**src/rtl/bus_datapath.sv**
```systemverilog
// Single-bus datapath for the multicycle controller: IR/MDR/MAR/SP/PC/T, shared bus,
// ALU and Z/N/C flags, stepped one micro-operation per clock.
module bus_datapath #(
  parameter int             DW      = 8,
  parameter logic [DW-1:0]  SP_INIT = 8'hFF,
  parameter logic [DW-1:0]  PC_INIT = 8'h00
) (
  input  logic          clk,
  input  logic          reset,
  input  logic          ldir,
  input  logic          ldmdr,
  input  logic          ldmar,
  input  logic          ldsp,
  input  logic          ldpc,
  input  logic          ldt,
  input  logic          tir,
  input  logic          tmdr,
  input  logic          tsp,
  input  logic          tpc,
  input  logic          tt,
  input  logic          tmar,
  input  logic          rd,
  input  logic          wr,
  input  logic          memrd,
  input  logic          memwr,
  input  logic [2:0]    fnsel,
  input  logic          M1,
  output logic [6:0]    ir,
  output logic          dcond,
  output logic [DW-1:0] mem_addr,
  output logic [DW-1:0] mem_wdata,
  output logic          mem_we,
  input  logic [DW-1:0] mem_rdata,
  input  logic [DW-1:0] rf_rdata,
  output logic [DW-1:0] rf_wdata,
  output logic          rf_we,
  output logic          bus_err
);

  localparam logic [2:0] OP_ADD   = 3'b000;
  localparam logic [2:0] OP_NEG   = 3'b001;
  localparam logic [2:0] OP_INC   = 3'b010;
  localparam logic [2:0] OP_DEC   = 3'b011;
  localparam logic [2:0] OP_OR    = 3'b100;
  localparam logic [2:0] OP_NOT   = 3'b101;
  localparam logic [2:0] OP_TRANS = 3'b110;

  // Only IR[6:0] is ever consumed (opcode, sub-field and the bus sign-extension).
  logic [6:0]    ir_q;
  logic [DW-1:0] mdr_q;
  logic [DW-1:0] mar_q;
  logic [DW-1:0] sp_q;
  logic [DW-1:0] pc_q;
  logic [DW-1:0] t_q;
  logic          z_q;
  logic          n_q;
  logic          c_q;
  logic          bus_err_q;

  logic signed [DW-1:0] ir_sext;
  logic [DW-1:0]        bus;
  logic                 multi_drv;
  logic [2:0]           alu_op;
  logic [DW:0]          alu_res;
  logic [DW-1:0]        y;
  logic                 cout;
  logic                 flag_en;

  // ALU: returns {carry, result}; every result wraps modulo 2^DW.
  function automatic logic [DW:0] alu(input logic [2:0] op,
                                      input logic [DW-1:0] a,
                                      input logic [DW-1:0] b);
    logic [DW:0] r;
    case (op)
      OP_ADD:  r = {1'b0, a} + {1'b0, b};
      OP_NEG:  r = {1'b0, ~a} + (DW+1)'(1);
      OP_INC:  r = {1'b0, a} + (DW+1)'(1);
      OP_DEC:  r = {(a != '0), a - DW'(1)};
      OP_OR:   r = {1'b0, a | b};
      OP_NOT:  r = {1'b0, ~a};
      default: r = {1'b0, a};
    endcase
    return r;
  endfunction

  function automatic logic cond_met(input logic [3:0] code,
                                    input logic z, input logic n, input logic c);
    logic m;
    case (code)
      4'b0000: m = 1'b1;
      4'b0001: m = z;
      4'b0010: m = ~z;
      4'b0011: m = n;
      4'b0100: m = ~n;
      4'b0101: m = c;
      4'b0110: m = ~c;
      default: m = 1'b0;
    endcase
    return m;
  endfunction

  assign ir_sext = DW'(signed'(ir_q[2:0]));

  // Fixed-priority bus source select; an idle bus reads as zero.
  always_comb begin
    bus = '0;
    if (tir)       bus = ir_sext;
    else if (tmdr) bus = mdr_q;
    else if (tsp)  bus = sp_q;
    else if (tpc)  bus = pc_q;
    else if (tt)   bus = t_q;
    else if (rd)   bus = rf_rdata;
  end

  assign multi_drv = ($countones({tir, tmdr, tsp, tpc, tt, rd}) > 1);

  assign alu_op  = M1 ? fnsel : OP_TRANS;
  assign alu_res = alu(alu_op, bus, t_q);
  assign y       = alu_res[DW-1:0];
  assign cout    = alu_res[DW];
  assign flag_en = M1 && (fnsel <= OP_NOT);

  // Register stage: every load sees the same y, computed from pre-edge values.
  always_ff @(posedge clk) begin
    if (reset) begin
      ir_q      <= '0;
      mdr_q     <= '0;
      mar_q     <= '0;
      t_q       <= '0;
      pc_q      <= PC_INIT;
      sp_q      <= SP_INIT;
      z_q       <= 1'b0;
      n_q       <= 1'b0;
      c_q       <= 1'b0;
      bus_err_q <= 1'b0;
    end else begin
      if (ldir)  ir_q  <= memrd ? mem_rdata[6:0] : y[6:0];
      if (ldmdr) mdr_q <= memrd ? mem_rdata : y;
      if (ldmar) mar_q <= y;
      if (ldsp)  sp_q  <= y;
      if (ldpc)  pc_q  <= y;
      if (ldt)   t_q   <= y;
      if (flag_en) begin
        z_q <= (y == '0);
        n_q <= y[DW-1];
        c_q <= cout;
      end
      if (multi_drv) bus_err_q <= 1'b1;
    end
  end

  assign ir        = ir_q;
  assign dcond     = cond_met(ir_q[6:3], z_q, n_q, c_q);
  assign mem_addr  = tmar ? mar_q : '0;
  assign mem_wdata = mdr_q;
  assign mem_we    = memwr;
  assign rf_wdata  = y;
  assign rf_we     = wr;
  assign bus_err   = bus_err_q;

endmodule

```
**config.mk**
```make
export PLATFORM = sky130hd
export DESIGN_NAME = bus_datapath
export DESIGN_NICKNAME = d
export VERILOG_FILES = /design/src/rtl/bus_datapath.sv
export SDC_FILE = /design/constraint.sdc
export NUM_CORES = 1
export LEC_CHECK = 0
export ABC_AREA = 1
export BUFFER_PORTS_ARGS = -buffer_cell sky130_fd_sc_hd__buf_2
export CORE_MARGIN = 5
export CORE_UTILIZATION = 63
export CTS_BUF_LIST = sky130_fd_sc_hd__clkbuf_8
export DETAILED_ROUTE_END_ITERATION = 10
export PLACE_DENSITY = 0.95
export SLEW_MARGIN = 20
export SYNTH_ARGS = -nofsm -noshare
export SYNTH_HDL_FRONTEND = slang
export SYNTH_SLANG_ARGS = --single-unit
```
**constraint.sdc**
```tcl
create_clock -name clk -period 9.2 [get_ports clk]
set_clock_uncertainty 0.05 [all_clocks]
set_input_delay 2.76 -clock clk [delete_from_list [all_inputs] [get_ports clk]]
set_output_delay 2.76 -clock clk [all_outputs]
set_load 0.02 [all_outputs]
```
# Word level (Yosys, flattened, before mapping)
# Index checks and enable logic that the tools add are counted.
[word_totals]
ff_bits = 51
latch_bits = 0
ram_bits = 0
rom_bits = 0
elab_cells = 54
memories = 0
[op_classes]
add_sub_neg = 9
multipliers = 0
n_div = 0
n_lt_le_gt_ge = 2
n_eq_ne = 11
n_shift = 0
n_mux = 12
bitwise_logic = 5
n_reduce_logical = 5
[ops]
columns = ["cell", "n"]
rows = [
  ["two-way mux 8 bit", 8],
  ["case mux 9 bit (6 select lines)", 1],
  ["adder 8 x 1 -> 9 bit, second input constant", 2],
  ["== test 4 x 3 -> 1 bit, second input constant", 3],
  ["adder 8 x 8 -> 9 bit", 1],
  ["== test 4 x 2 -> 1 bit, second input constant", 2],
  ["logical NOT 8 bit", 1],
  ["inverter 8 bit", 1],
  ["bitwise OR 8 bit", 1],
  ["nonzero test 8 bit", 1],
  ["subtractor 8 x 1 -> 8 bit, second input constant", 1],
  ["two-way mux 7 bit", 1],
  ["case mux 1 bit (7 select lines)", 1],
  ["adder 1 x 1 -> 2 bit", 3],
  ["== test 3 x 2 -> 1 bit, second input constant", 2],
  ["== test 3 bit, second input constant", 2],
  ["adder 3 x 2 -> 4 bit", 1],
  ["== test 4 x 1 -> 1 bit, second input constant", 1],
  ["greater-than comparator 4 x 1 -> 1 bit, second input constant", 1],
  ["logical NOT 4 bit", 1],
  ["adder 2 x 2 -> 3 bit", 1],
  ["== test 3 x 1 -> 1 bit, second input constant", 1],
  ["less-or-equal comparator 3 bit, second input constant", 1],
  ["logical NOT 3 bit", 1],
  ["other kinds (3)", 5],
]

# Logic depth before layout (Yosys ltp)
# Gate-level depths: netlist (run 1).
[logic_depth]
word_depth = 10
depth_mapped = 29

# Worst setup path after synthesis (run 1)
# No wires, ideal clock.
[synth_timing]
kind = "input to output"
start = "input tpc"
end = "output rf_wdata[6]"
arrival_ns = 5.027
required_time_ns = 6.390
path_slack_ns = 1.363
path_stages = 23
n_path_buf = 2
path_cell_list = "buf_2 > a21oi_1 > nand2_1 > nand2_1 > nand2_1 > nand2_1 > nand2_4 > ha_1 > fa_1 > nand3_1 > nand3_1 > nand2_1 > nand2_1 > a21o_1 > nor2_1 > nor2_1 > nor3_1 > nand2_1 > inv_1 > nand2_1 > nand2_2 > inv_2 > buf_4"
[synth_via]
elab_chain_len = 7
elab_cells_between_ends = 11
cone_classes = "add/sub (4); mux (5); bitwise (2)"
[synth_rtl]
columns = ["element", "line_no", "source"]
rows = [
  ["start, declared", "19", "input logic tpc,"],
  ["two-way mux 8 bit (*)", "110", "else if (tpc) bus = pc_q;"],
  ["two-way mux 8 bit (*)", "109", "else if (tsp) bus = sp_q;"],
  ["two-way mux 8 bit (*)", "108", "else if (tmdr) bus = mdr_q;"],
  ["two-way mux 8 bit (*)", "107", "if (tir) bus = ir_sext;"],
  ["inverter 8 bit", "76, 80", ""],
  ["adder 8 x 1 -> 9 bit", "76", "OP_NEG: r = {1'b0, ~a} + (DW+1)'(1);"],
  ["case mux 9 bit (6 select lines) (*)", "74", "case (op)"],
  ["end, declared", "35", "output logic [DW-1:0] rf_wdata,"],
]
# Mark *: on every way between the ends. The rest lies on a longest branch, timed or not.

# Worst setup path after layout (run 1)
# Same ends and word-level chain as after synthesis.

==> results of run 1 <==
[synthesized netlist by cell type, types with 2 or more instances]
cell	n	area share, %
a211oi_1	2	0.36
a21oi_1	68	8.1
a21oi_2	4	0.84
a31oi_1	3	0.45
buf_2	5	0.60
buf_4	11	2.0
clkbuf_1	12	1.1
dfxtp_1	51	24
fa_1	4	1.9
ha_1	19	5.7
inv_1	96	8.6
inv_2	10	0.90
inv_4	2	0.30
nand2_1	113	10
nand2_2	23	3.4
nand2_4	14	3.8
nand3_1	38	4.5
nand3_2	9	2.1
nand4_1	4	0.60
nor2_1	41	3.7
nor2_2	4	0.60
nor2_4	4	1.1
nor3_2	3	0.72
nor3_4	2	0.78
o211ai_1	8	1.4
o21ai_0	48	5.7
o21ai_1	12	1.4
o22ai_1	4	0.60
or2_1	3	0.45
or2_2	2	0.30
[final timing paths]
kind | startpoint | endpoint | slack (ns)
max | tpc | rf_wdata[6] | 0.80
min | bus_err$_SDFFE_PP0N_ | bus_err$_SDFFE_PP0N_ | 0.42
max reg2reg | t_q[0]$_SDFFE_PP0P_ | z_q$_SDFFE_PP0P_ | 6.07
min reg2reg | bus_err$_SDFFE_PP0N_ | bus_err$_SDFFE_PP0N_ | 0.42
[cells by family (layout without fill, tap and decap cells)]
kind of cell / Yosys count / in the layout
simple gates: 264 / 264
compound gates: 155 / 155
buf+inv: 138 / 184
flops: 51 / 51
fa+ha+maj: 23 / 23
xor+xnor: 1 / 1
mux: 1 / 1
[flip-flops by register name (all words and copies together), names as in the netlist]
| register | flops |
|---|---|
| mar_q | 8 |
| pc_q | 8 |
| c_q | 1 |
| ir | 7 |
| t_q | 8 |
| mem_wdata | 8 |
| n_q | 1 |
| sp_q | 8 |
| z_q | 1 |
| bus_err | 1 |
[layer usage]
| layer | vias up | share of wire [%] | global-route usage [%] |
|---|---|---|---|
| met5 | - | 0 | 0 |
| li1 | 2120 | - | - |
| met2 | 256 | 48 | 47.66 |
| met4 | 0 | 3.9 | 11.56 |
| met1 | 1986 | 39 | 35.02 |
| met3 | 48 | 9.9 | 4.711 |
[power by group through the flow]
| stage | clock network [mW] | logic, mW | registers [mW] |
|---|---|---|---|
| global route | 0.145 | 0.271 | 0.256 |
| floorplan | 0 | 0.179 | 0.262 |
| CTS | 0.135 | 0.244 | 0.254 |
| global placement | 0 | 0.235 | 0.258 |
| detailed placement | 0 | 0.242 | 0.259 |
| finish | 0.133 | 0.248 | 0.254 |
[worst reg2reg max path, stage by stage, from the launching register on]
cell and delay, ns:
dfxtp_1 0.36, a21oi_1 0.14, nand2_1 0.07, nand2_1 0.06, nand2_1 0.05, nand2_1 0.14, nand2_4 0.10, ha_1 0.22
fa_1 0.40, nand3_1 0.10, nand3_1 0.08, nand2_1 0.08, nand2_1 0.05, a21o_1 0.16, nor2_1 0.09, nor2_1 0.05
nor3_1 0.15, nand2_1 0.07, inv_1 0.06, nand2_1 0.05, nand2_2 0.17, nand2_1 0.11, nor2_1 0.09, nand2_1 0.07
a21oi_2 0.10
[area by class of cell]
| class | count | area (um2) |
|---|---|---|
| Clock inverter | 2 | 12.51 |
| Sequential cell | 51 | 1021 |
| Multi-Input combinational cell | 444 | 2594 |
| Clock buffer | 6 | 82.58 |
| Tap cell | 77 | 96.34 |
| Timing Repair Buffer | 68 | 340.3 |
| Fill cell | 534 | 1866 |
| Inverter | 108 | 410.4 |
[per-stage QoR]
stage / cells / hold WS (ns) / setup slack, ns
4_1_cts: 756 / 0.4269 / 0.8553
3_3_place_gp: 748 / 0.4029 / 0.9947
2_1_floorplan: 633 / 0.3907 / 1.363
6_report: 756 / 0.4219 / 0.8004
3_5_place_dp: 748 / 0.4063 / 0.8573
5_1_grt: 756 / 0.4492 / 0.6016
==> results.ini, run 1 <==
[synth]
synthXorXnorAreaFrac_pct=0.2089
netlist_area_mm2=0.004193
synth_ff_type=dfxtp_1
muxShareOfSynthArea_pct=0.2387
yosysSeqAreaShare_pct=24.35
syn_area_per_cell_um2=6.624
yosys.area_share.simple_pct=33.54
synth_compound_area_share_pct=20.29
yosys_warnings=0
syn_inst=633
yosysUniqueCellTypes=44
synth-edff-count=0
synth_top_family_by_area=simple AND/OR/NAND/NOR gates
synthAdderAreaFrac_pct=7.580
synth_seq_cells=51
syn-num-nets=694
async_flop_share_pct=0

[global_routing]
grt_max_degree=29
grt_usage_pct=28.03
first_global_vias=4079
antenna_found_initial=0
grt_pass1_wl_mm=19.23
grt-ovfl-total=0

[setup_path]
path_delay_family=simple AND/OR/NAND/NOR gates
slowest_delay_ns=0.40
arrival_ns=5.59
path_cells=buf_2, inv_1, nor2_1, nor2_1, nand2_1, nand2_1, nand2_1, nand2_4, ha_1, fa_1, nand3_1, nand3_1, nand2_1, nand2_1, a21o_1, nor2_1, nor2_1, nor3_1, nand2_1, inv_1, nand2_1, nand2_2, inv_2, buf_2
path_depth=24
crit_required_ns=6.39
path_max_fanout=12
cp-start-kind=input port
crit_buf_inv=5
crit_slowest_cell=fa_1
critPathCaptureType=output port
path_common_cell=nand2_1
path_class=input port to output port
reg2reg_depth=24

[clock_network]
clkSlewWorstSetupHoldPaths_ns=0.09
clk_latency_ns=0.31
clkSinkCount=51
clockBufferDepth=2
cts_tree=built
h-tree-depth=2
cts_made_buffers=5
clock-root-buffer=clkbuf_8
hold_buffers=0
cts_setup_buffers=0
cts_resized=0

[die]
dieArea_mm2=0.008387
die_w_um=91.58
start_util_pct=65.28
die_y_um=91.58
rows=29
coreArea_mm2=0.006422
io_pins=73

[pwr]
power_frac_comb_pct=39.0
seq_power_share_pct=40.0
power_density_mw_per_mm2=139.6
total_power_uw=636.2
ir_drop_mv=0.1271
internal-power_uw=379.4
pwr-share-clk_pct=21.0
switching_share_pct=40.36
p_leak_nw=2.417
p_sw_uw=256.8

[sta]
hold_viol_final=0
finalCritPeriodShare_pct=91.30
tightest_slew_ns=0.6976
rsz0062_at_grt=no
drv_slew=0
relSlewSlack_pct=53.44
period_needed_ns=8.400
setup_viol=0
fin_tns_setup_ns=0
fmax_mhz=119.1

[final_layout]
final_area_mm2=0.004557
fin_util_pct=70.95
layout-drive-gt1-share_pct=23.12
final_nets=739
final_common_cell=nand2_1
syn_to_final_growth_pct=8.684
final_cell_mix=nand2_1 (113), inv_1 (97), a21oi_1 (68), buf_2 (68), dfxtp_1 (51)
n_antenna_cell=0

[place]
port_buffers=68
dpl_cell_area_mm2=0.004462
gp_congestion=1.041
dpl.hpwl_mm=9.028

[routing]
vias_per_cell=5.833
drt_iter0_drc=372
ant_nets=0
routed_wl_mm=11.88
firstDrtPassIters=7
vias=4410
drt_drc_violations_left=0
wl_per_cell_um=15.72

[run_status]
status=complete, no violations

[hold_path]
hold_path.class=register to register
min_path_cells=2

[flow_run]
max-cap-violations=0

No activity file was read; power rests on OpenSTA's default activity.
==> inputs of run 2 (changes only) <==
--- a/config.mk
+++ b/config.mk
@@ -9,8 +9,8 @@
 export BUFFER_PORTS_ARGS = -buffer_cell sky130_fd_sc_hd__buf_2
 export CORE_MARGIN = 5
-export CORE_UTILIZATION = 63
-export CTS_BUF_LIST = sky130_fd_sc_hd__clkbuf_8
+export CORE_UTILIZATION = 49
+export CTS_BUF_LIST = sky130_fd_sc_hd__clkbuf_16
 export DETAILED_ROUTE_END_ITERATION = 10
-export PLACE_DENSITY = 0.95
+export PLACE_DENSITY = 0.8
 export SLEW_MARGIN = 20
 export SYNTH_ARGS = -nofsm -noshare
--- a/constraint.sdc
+++ b/constraint.sdc
@@ -3,3 +3,3 @@
 set_input_delay 2.76 -clock clk [delete_from_list [all_inputs] [get_ports clk]]
 set_output_delay 2.76 -clock clk [all_outputs]
-set_load 0.02 [all_outputs]
+set_load 0.05 [all_outputs]
==> results.ini, run 2 (synthesis gave the netlist of run 1 again) <==
[final_layout]
layout-drive-gt1-share_pct=23.38  ; was 23.12%
syn_to_final_growth_pct=12.12  ; was 8.684%
fillers=816  ; was 534
final_cell_mix=nand2_1 (113), inv_1 (96), a21oi_1 (68), buf_2 (68), dfxtp_1 (51)  ; was nand2_1 (113), inv_1 (97), a21oi_1 (68), buf_2 (68), dfxtp_1 (51)
final_nets=740  ; was 739
n_antenna_cell=0  ; unchanged
final_common_cell=nand2_1  ; unchanged
fin_util_pct=56.92  ; was 70.95%

[setup_path]
crit_required_ns=6.39  ; about the same
r2r_slack_ns=6.20  ; was 6.07 ns
reg2reg_depth=24  ; unchanged
slowest_delay_ns=0.41  ; was 0.40 ns
r2r_start=t_q[0]$_SDFFE_PP0P_  ; unchanged
path_delay_family=simple AND/OR/NAND/NOR gates  ; unchanged
arrival_ns=5.59  ; about the same
worstReg2RegEnd=z_q$_SDFFE_PP0P_  ; unchanged
cp-start-kind=input port  ; unchanged
path_max_fanout=12  ; unchanged
crit_slowest_cell=fa_1  ; unchanged
path_class=input port to output port  ; unchanged
critPathCaptureType=output port  ; unchanged
path_depth=25  ; was 24
crit_buf_inv=5  ; unchanged
path_common_cell=nand2_1  ; unchanged

[clock_network]
cts_made_buffers=5  ; unchanged
hold_buffers=0  ; unchanged
cts_resized=0  ; unchanged
clock-root-buffer=clkbuf_16  ; was clkbuf_8
clockBufferDepth=2  ; unchanged
cts_tree=built  ; unchanged
cts_setup_buffers=0  ; unchanged
clk_latency_ns=0.29  ; was 0.31 ns
h-tree-depth=2  ; unchanged
clkSlewWorstSetupHoldPaths_ns=0.07  ; was 0.09 ns
clkSinkCount=51  ; unchanged

[die]
coreArea_mm2=0.008258  ; was 0.006422 mm2
dieArea_mm2=0.01051  ; was 0.008387 mm2
die_y_um=102.5  ; was 91.58 um
die_w_um=102.5  ; was 91.58 um
io_pins=73  ; unchanged
rows=33  ; was 29
start_util_pct=50.77  ; was 65.28%

[global_routing]
grt_max_degree=29  ; unchanged
grt-ovfl-total=0  ; unchanged
first_global_vias=4129  ; was 4079
grt_usage_pct=24.39  ; was 28.03%
antenna_found_initial=0  ; unchanged
grt_pass1_wl_mm=20.13  ; was 19.23 mm

[sta]
rsz0062_at_grt=no  ; unchanged
setup_viol=0  ; unchanged
fmax_mhz=119.0  ; was 119.1 MHz
tightest_slew_ns=0.6634  ; was 0.6976 ns
drv_slew=0  ; unchanged
finalCritPeriodShare_pct=91.32  ; was 91.30%
hold_viol_final=0  ; unchanged
relSlewSlack_pct=55.72  ; was 53.44%
fin_tns_setup_ns=0  ; unchanged
period_needed_ns=8.401  ; was 8.400 ns

[place]
port_buffers=68  ; unchanged
gp_congestion=0.9711  ; was 1.041
dpl.hpwl_mm=9.770  ; was 9.028 mm

[pwr]
power_density_mw_per_mm2=165.1  ; was 139.6 mW/mm2
internal-power_uw=477.0  ; was 379.4 uW
pwr-share-clk_pct=31.2  ; was 21.0%
p_leak_nw=2.466  ; was 2.417 nW
ir_drop_mv=0.1460  ; was 0.1271 mV
seq_power_share_pct=32.9  ; was 40.0%
switching_share_pct=38.55  ; was 40.36%
p_sw_uw=299.2  ; was 256.8 uW
power_frac_comb_pct=35.9  ; was 39.0%
total_power_uw=776.2  ; was 636.2 uW

[routing]
ant_nets=0  ; unchanged
drt_drc_violations_left=0  ; unchanged
dr_wl_met3_um=665  ; was 1.173 mm
routed.top_layer=met4  ; unchanged
vias=4191  ; was 4410
vias_per_cell=5.339  ; was 5.833
wl_met2_mm=5.804  ; was 5.669 mm
routed_wl_mm=12.35  ; was 11.88 mm
drt_iter0_drc=190  ; was 372
wl_per_cell_um=15.73  ; was 15.72 um
firstDrtPassIters=5  ; was 7
wl_met1_mm=5.493  ; was 4.576 mm

[hold_path]
hold_path.class=register to register  ; unchanged
min_path_cells=2  ; unchanged
min_from=bus_err$_SDFFE_PP0N_  ; unchanged
whs_endpoint=bus_err$_SDFFE_PP0N_  ; unchanged

[run_status]
status=complete, no violations  ; unchanged

[flow_run]
max-cap-violations=0  ; unchanged

run 2: cell types whose count changed in the layout (fill, tap and decap cells not counted), sizes merged:
cell and change:
buf +1, bufinv +2, clkbuf -1, clkinv -1
run 2: cell type report:
| class | count | area (um2) | share of cell area, % |
|---|---|---|---|
| flip-flops and latches | 51 | 1021 | 21.72 |
| inverters | 108 | 410.4 | 8.730 |
| repair buffers | 69 | 347.8 | 7.400 |
| multi-input cells | 444 | 2594 | 55.18 |
| well taps | 105 | 131.4 | 2.795 |
| clock inverters | 3 | 71.32 | 1.517 |
| clock buffers | 5 | 125.1 | 2.662 |
run 2: worst min-delay path: cells and delay by family, from the launching register on:
kind	cells	cell delay (ns)
AOI/OAI and AO/OA	1	0.06
buffers and inverters	1	0.04
DFF	1	0.31
run 2: worst max-delay path by stage:
| stage | startpoint | to |
|---|---|---|
| final | tpc | rf_wdata[6] |
| after global routing | tpc | rf_wdata[6] |
| after CTS | tpc | rf_wdata[6] |
| after detailed placement | tpc | rf_wdata[6] |
| after global placement | tpc | rf_wdata[4] |
| after floorplan | tpc | rf_wdata[6] |
run 2: metrics by stage:
stage | instance area (um2) | worst slack [ns] | cells | hold slack, ns
final | 4701 | 0.7988 | 785 | 0.4189
after floorplan | 4193 | 1.330 | 633 | 0.3907
after detailed placement | 4504 | 0.8422 | 777 | 0.4132
after global placement | 4504 | 0.8939 | 777 | 0.3994
after global routing | 4701 | 0.4476 | 785 | 0.4558
after CTS | 4701 | 0.8328 | 785 | 0.4238
run 2: per-layer routing:
layer  vias up  GRT usage [%]
met5         -              0
met4         0          9.788
met3        28          3.248
met2       142          40.62
met1      1902          31.92
li1       2119              -
run 2: power groups by stage:
stage	Combinational (mW)	Clock, mW	Sequential, mW
global placement	0.272	0	0.259
global route	0.305	0.255	0.257
finish	0.278	0.242	0.255
detailed placement	0.276	0	0.260
floorplan	0.199	0	0.276
CTS	0.277	0.245	0.255
==> inputs of run 3 (changes only) <==
- CORE_UTILIZATION: 49 -> 50
- PLACE_DENSITY: 0.8 -> 0.81
==> results.ini, run 3 (synthesis gave the netlist of run 1 again) <==
[run_status]
status=complete, no violations  ; unchanged

[final_layout]
multi_input_area_mm2=0.002594  ; unchanged
syn_to_final_growth_pct=11.43  ; was 12.12%
fin_util_pct=57.15  ; was 56.92%
final-seq-area_mm2=0.001021  ; unchanged
fillers=834  ; was 816
final_nets=740  ; unchanged
final_cell_mix=nand2_1 (113), inv_1 (96), a21oi_1 (68), buf_2 (68), dfxtp_1 (51)  ; unchanged
layout-drive-gt1-share_pct=23.24  ; was 23.38%
final_common_cell=nand2_1  ; unchanged
n_antenna_cell=0  ; unchanged

[hold_path]
hold_path.class=register to register  ; unchanged

[sta]
period_needed_ns=8.457  ; was 8.401 ns
tightest_slew_ns=0.6711  ; was 0.6634 ns
drv_slew=0  ; unchanged
fmax_mhz=118.3  ; was 119.0 MHz
relSlewSlack_pct=55.21  ; was 55.72%
setup_viol=0  ; unchanged
rsz0062_at_grt=no  ; unchanged
fin_tns_setup_ns=0  ; unchanged
finalCritPeriodShare_pct=91.92  ; was 91.32%
hold_viol_final=0  ; unchanged

[clock_network]
cts_resized=0  ; unchanged
h-tree-depth=2  ; unchanged
clkSinkCount=51  ; unchanged
clkSlewWorstSetupHoldPaths_ns=0.07  ; about the same
clockBufferDepth=2  ; unchanged
cts_made_buffers=5  ; unchanged
clock-root-buffer=clkbuf_16  ; unchanged
clk_latency_ns=0.29  ; about the same
cts_tree=built  ; unchanged
hold_buffers=0  ; unchanged
cts_setup_buffers=0  ; unchanged

[setup_path]
slowest_delay_ns=0.44  ; was 0.41 ns
worstReg2RegEnd=ir[6]$_SDFFE_PP0P_  ; was z_q$_SDFFE_PP0P_
path_depth=23  ; was 25
cp-startpoint=tsp  ; was tpc
crit_buf_inv=6  ; was 5
path_common_cell=nand2_1  ; unchanged
reg2reg_depth=25  ; was 24
setup.worst_path.end=rf_wdata[6]  ; unchanged
path_delay_family=simple AND/OR/NAND/NOR gates  ; unchanged
r2r_slack_ns=6.09  ; was 6.20 ns
path_class=input port to output port  ; unchanged
crit_slowest_cell=fa_1  ; unchanged
path_cells=buf_2, inv_1, nor2_1, nor2_1, nand2_1, nand2_2, nand2_4, inv_1, fa_1, nand3_1, nand3_1, nand2_1, nand2_1, a21o_1, nor2_1, nor2_1, nor3_1, nand2_1, inv_1, nand2_1, nand2_2, inv_2, buf_2
r2r_start=t_q[0]$_SDFFE_PP0P_  ; unchanged
crit_required_ns=6.39  ; about the same
cp-start-kind=input port  ; unchanged
path_max_fanout=12  ; unchanged
critPathCaptureType=output port  ; unchanged
arrival_ns=5.65  ; was 5.59 ns

[global_routing]
grt-ovfl-total=0  ; unchanged
grt_max_degree=29  ; unchanged
first_global_vias=3963  ; was 4129
use_met3_pct=3.306  ; was 3.248%
globalRouteMet1Util_pct=31.52  ; was 31.92%
grt_usage_pct=23.92  ; was 24.39%
antenna_found_initial=0  ; unchanged
grt_pass1_wl_mm=19.53  ; was 20.13 mm
grt_busiest_layer=met2  ; unchanged
use_met2_pct=40.04  ; was 40.62%

[die]
die_w_um=101.6  ; was 102.5 um
die_y_um=101.6  ; was 102.5 um
coreArea_mm2=0.008175  ; was 0.008258 mm2
start_util_pct=51.29  ; was 50.77%
dieArea_mm2=0.01032  ; was 0.01051 mm2
io_pins=73  ; unchanged
rows=33  ; unchanged

[routing]
routed_wl_mm=12.22  ; was 12.35 mm
vias=4194  ; was 4191
vias_per_cell=5.343  ; was 5.339
ant_nets=0  ; unchanged
drt_drc_violations_left=0  ; unchanged
firstDrtPassIters=5  ; unchanged
drt_iter0_drc=279  ; was 190
wl_per_cell_um=15.57  ; was 15.73 um

[pwr]
power_density_mw_per_mm2=159.6  ; was 165.1 mW/mm2
ir_drop_mv=0.1264  ; was 0.1460 mV
p_leak_nw=2.452  ; was 2.466 nW

[place]
dpl.hpwl_mm=9.698  ; was 9.770 mm
gp_congestion=0.9248  ; was 0.9711
port_buffers=68  ; unchanged

[flow_run]
max-cap-violations=0  ; unchanged

-- run 3: changes by cell type in the layout (fill, tap and decap cells not counted), sizes merged --
cell    previous run  this run
bufinv             2         1
clkinv             0         1
-- run 3: worst min-delay path: stages (launching register included) --
cell and delay (ns):
dfxtp_1 0.32, inv_1 0.05, a31oi_1 0.06
-- run 3: where the power goes --
part | total (mW) | switching [mW] | internal [mW] | leakage, nW
Sequential | 0.255 | 0.0149 | 0.240 | 0.424
Combinational | 0.278 | 0.199 | 0.0791 | 1.95
Clock | 0.213 | 0.0842 | 0.128 | 0.0818
-- run 3: routing by layer --
layer / routed length (um) / vias up
met5: 0 / -
met4: 341 / 0
met3: 860 / 22
met2: 5851 / 137
met1: 5169 / 1922
li1: - / 2113
-- run 3: how the worst min path moves through the flow --
| stage | end | cells after the start | slack [ns] | startpoint |
|---|---|---|---|---|
| 6_report | bus_err$_SDFFE_PP0N_ | 2 | 0.42 | bus_err$_SDFFE_PP0N_ |
| 5_1_grt | bus_err$_SDFFE_PP0N_ | 2 | 0.46 | bus_err$_SDFFE_PP0N_ |
| 4_1_cts | sp_q[5]$_SDFFE_PP1P_ | 2 | 0.43 | sp_q[5]$_SDFFE_PP1P_ |
| 3_5_place_dp | sp_q[5]$_SDFFE_PP1P_ | 2 | 0.41 | sp_q[5]$_SDFFE_PP1P_ |
| 3_3_place_gp | bus_err$_SDFFE_PP0N_ | 2 | 0.40 | bus_err$_SDFFE_PP0N_ |
| 2_1_floorplan | sp_q[2]$_SDFFE_PP1P_ | 2 | 0.39 | sp_q[2]$_SDFFE_PP1P_ |
-- run 3: layout make-up --
type | instances | share of cell area [%]
clock inverter | 3 | 0.9106
tap | 105 | 2.812
clock buffer | 5 | 2.678
sequential | 51 | 21.85
multi-input combinational | 444 | 55.52
inverter | 108 | 8.784
timing repair buffer | 69 | 7.445
-- run 3: stage by stage --
| stage | cells | cell area, um2 | hold slack [ns] | worst slack (ns) | total power [mW] |
|---|---|---|---|---|---|
| after global placement | 777 | 4504 | 0.3990 | 0.8341 | 0.5305 |
| final | 785 | 4672 | 0.4249 | 0.7435 | 0.7456 |
| after floorplan | 633 | 4193 | 0.3907 | 1.330 | 0.4741 |
| after global routing | 785 | 4672 | 0.4626 | 0.4162 | 0.7851 |
| after detailed placement | 777 | 4504 | 0.4114 | 0.7891 | 0.5357 |
| after CTS | 785 | 4672 | 0.4283 | 0.7735 | 0.7474 |
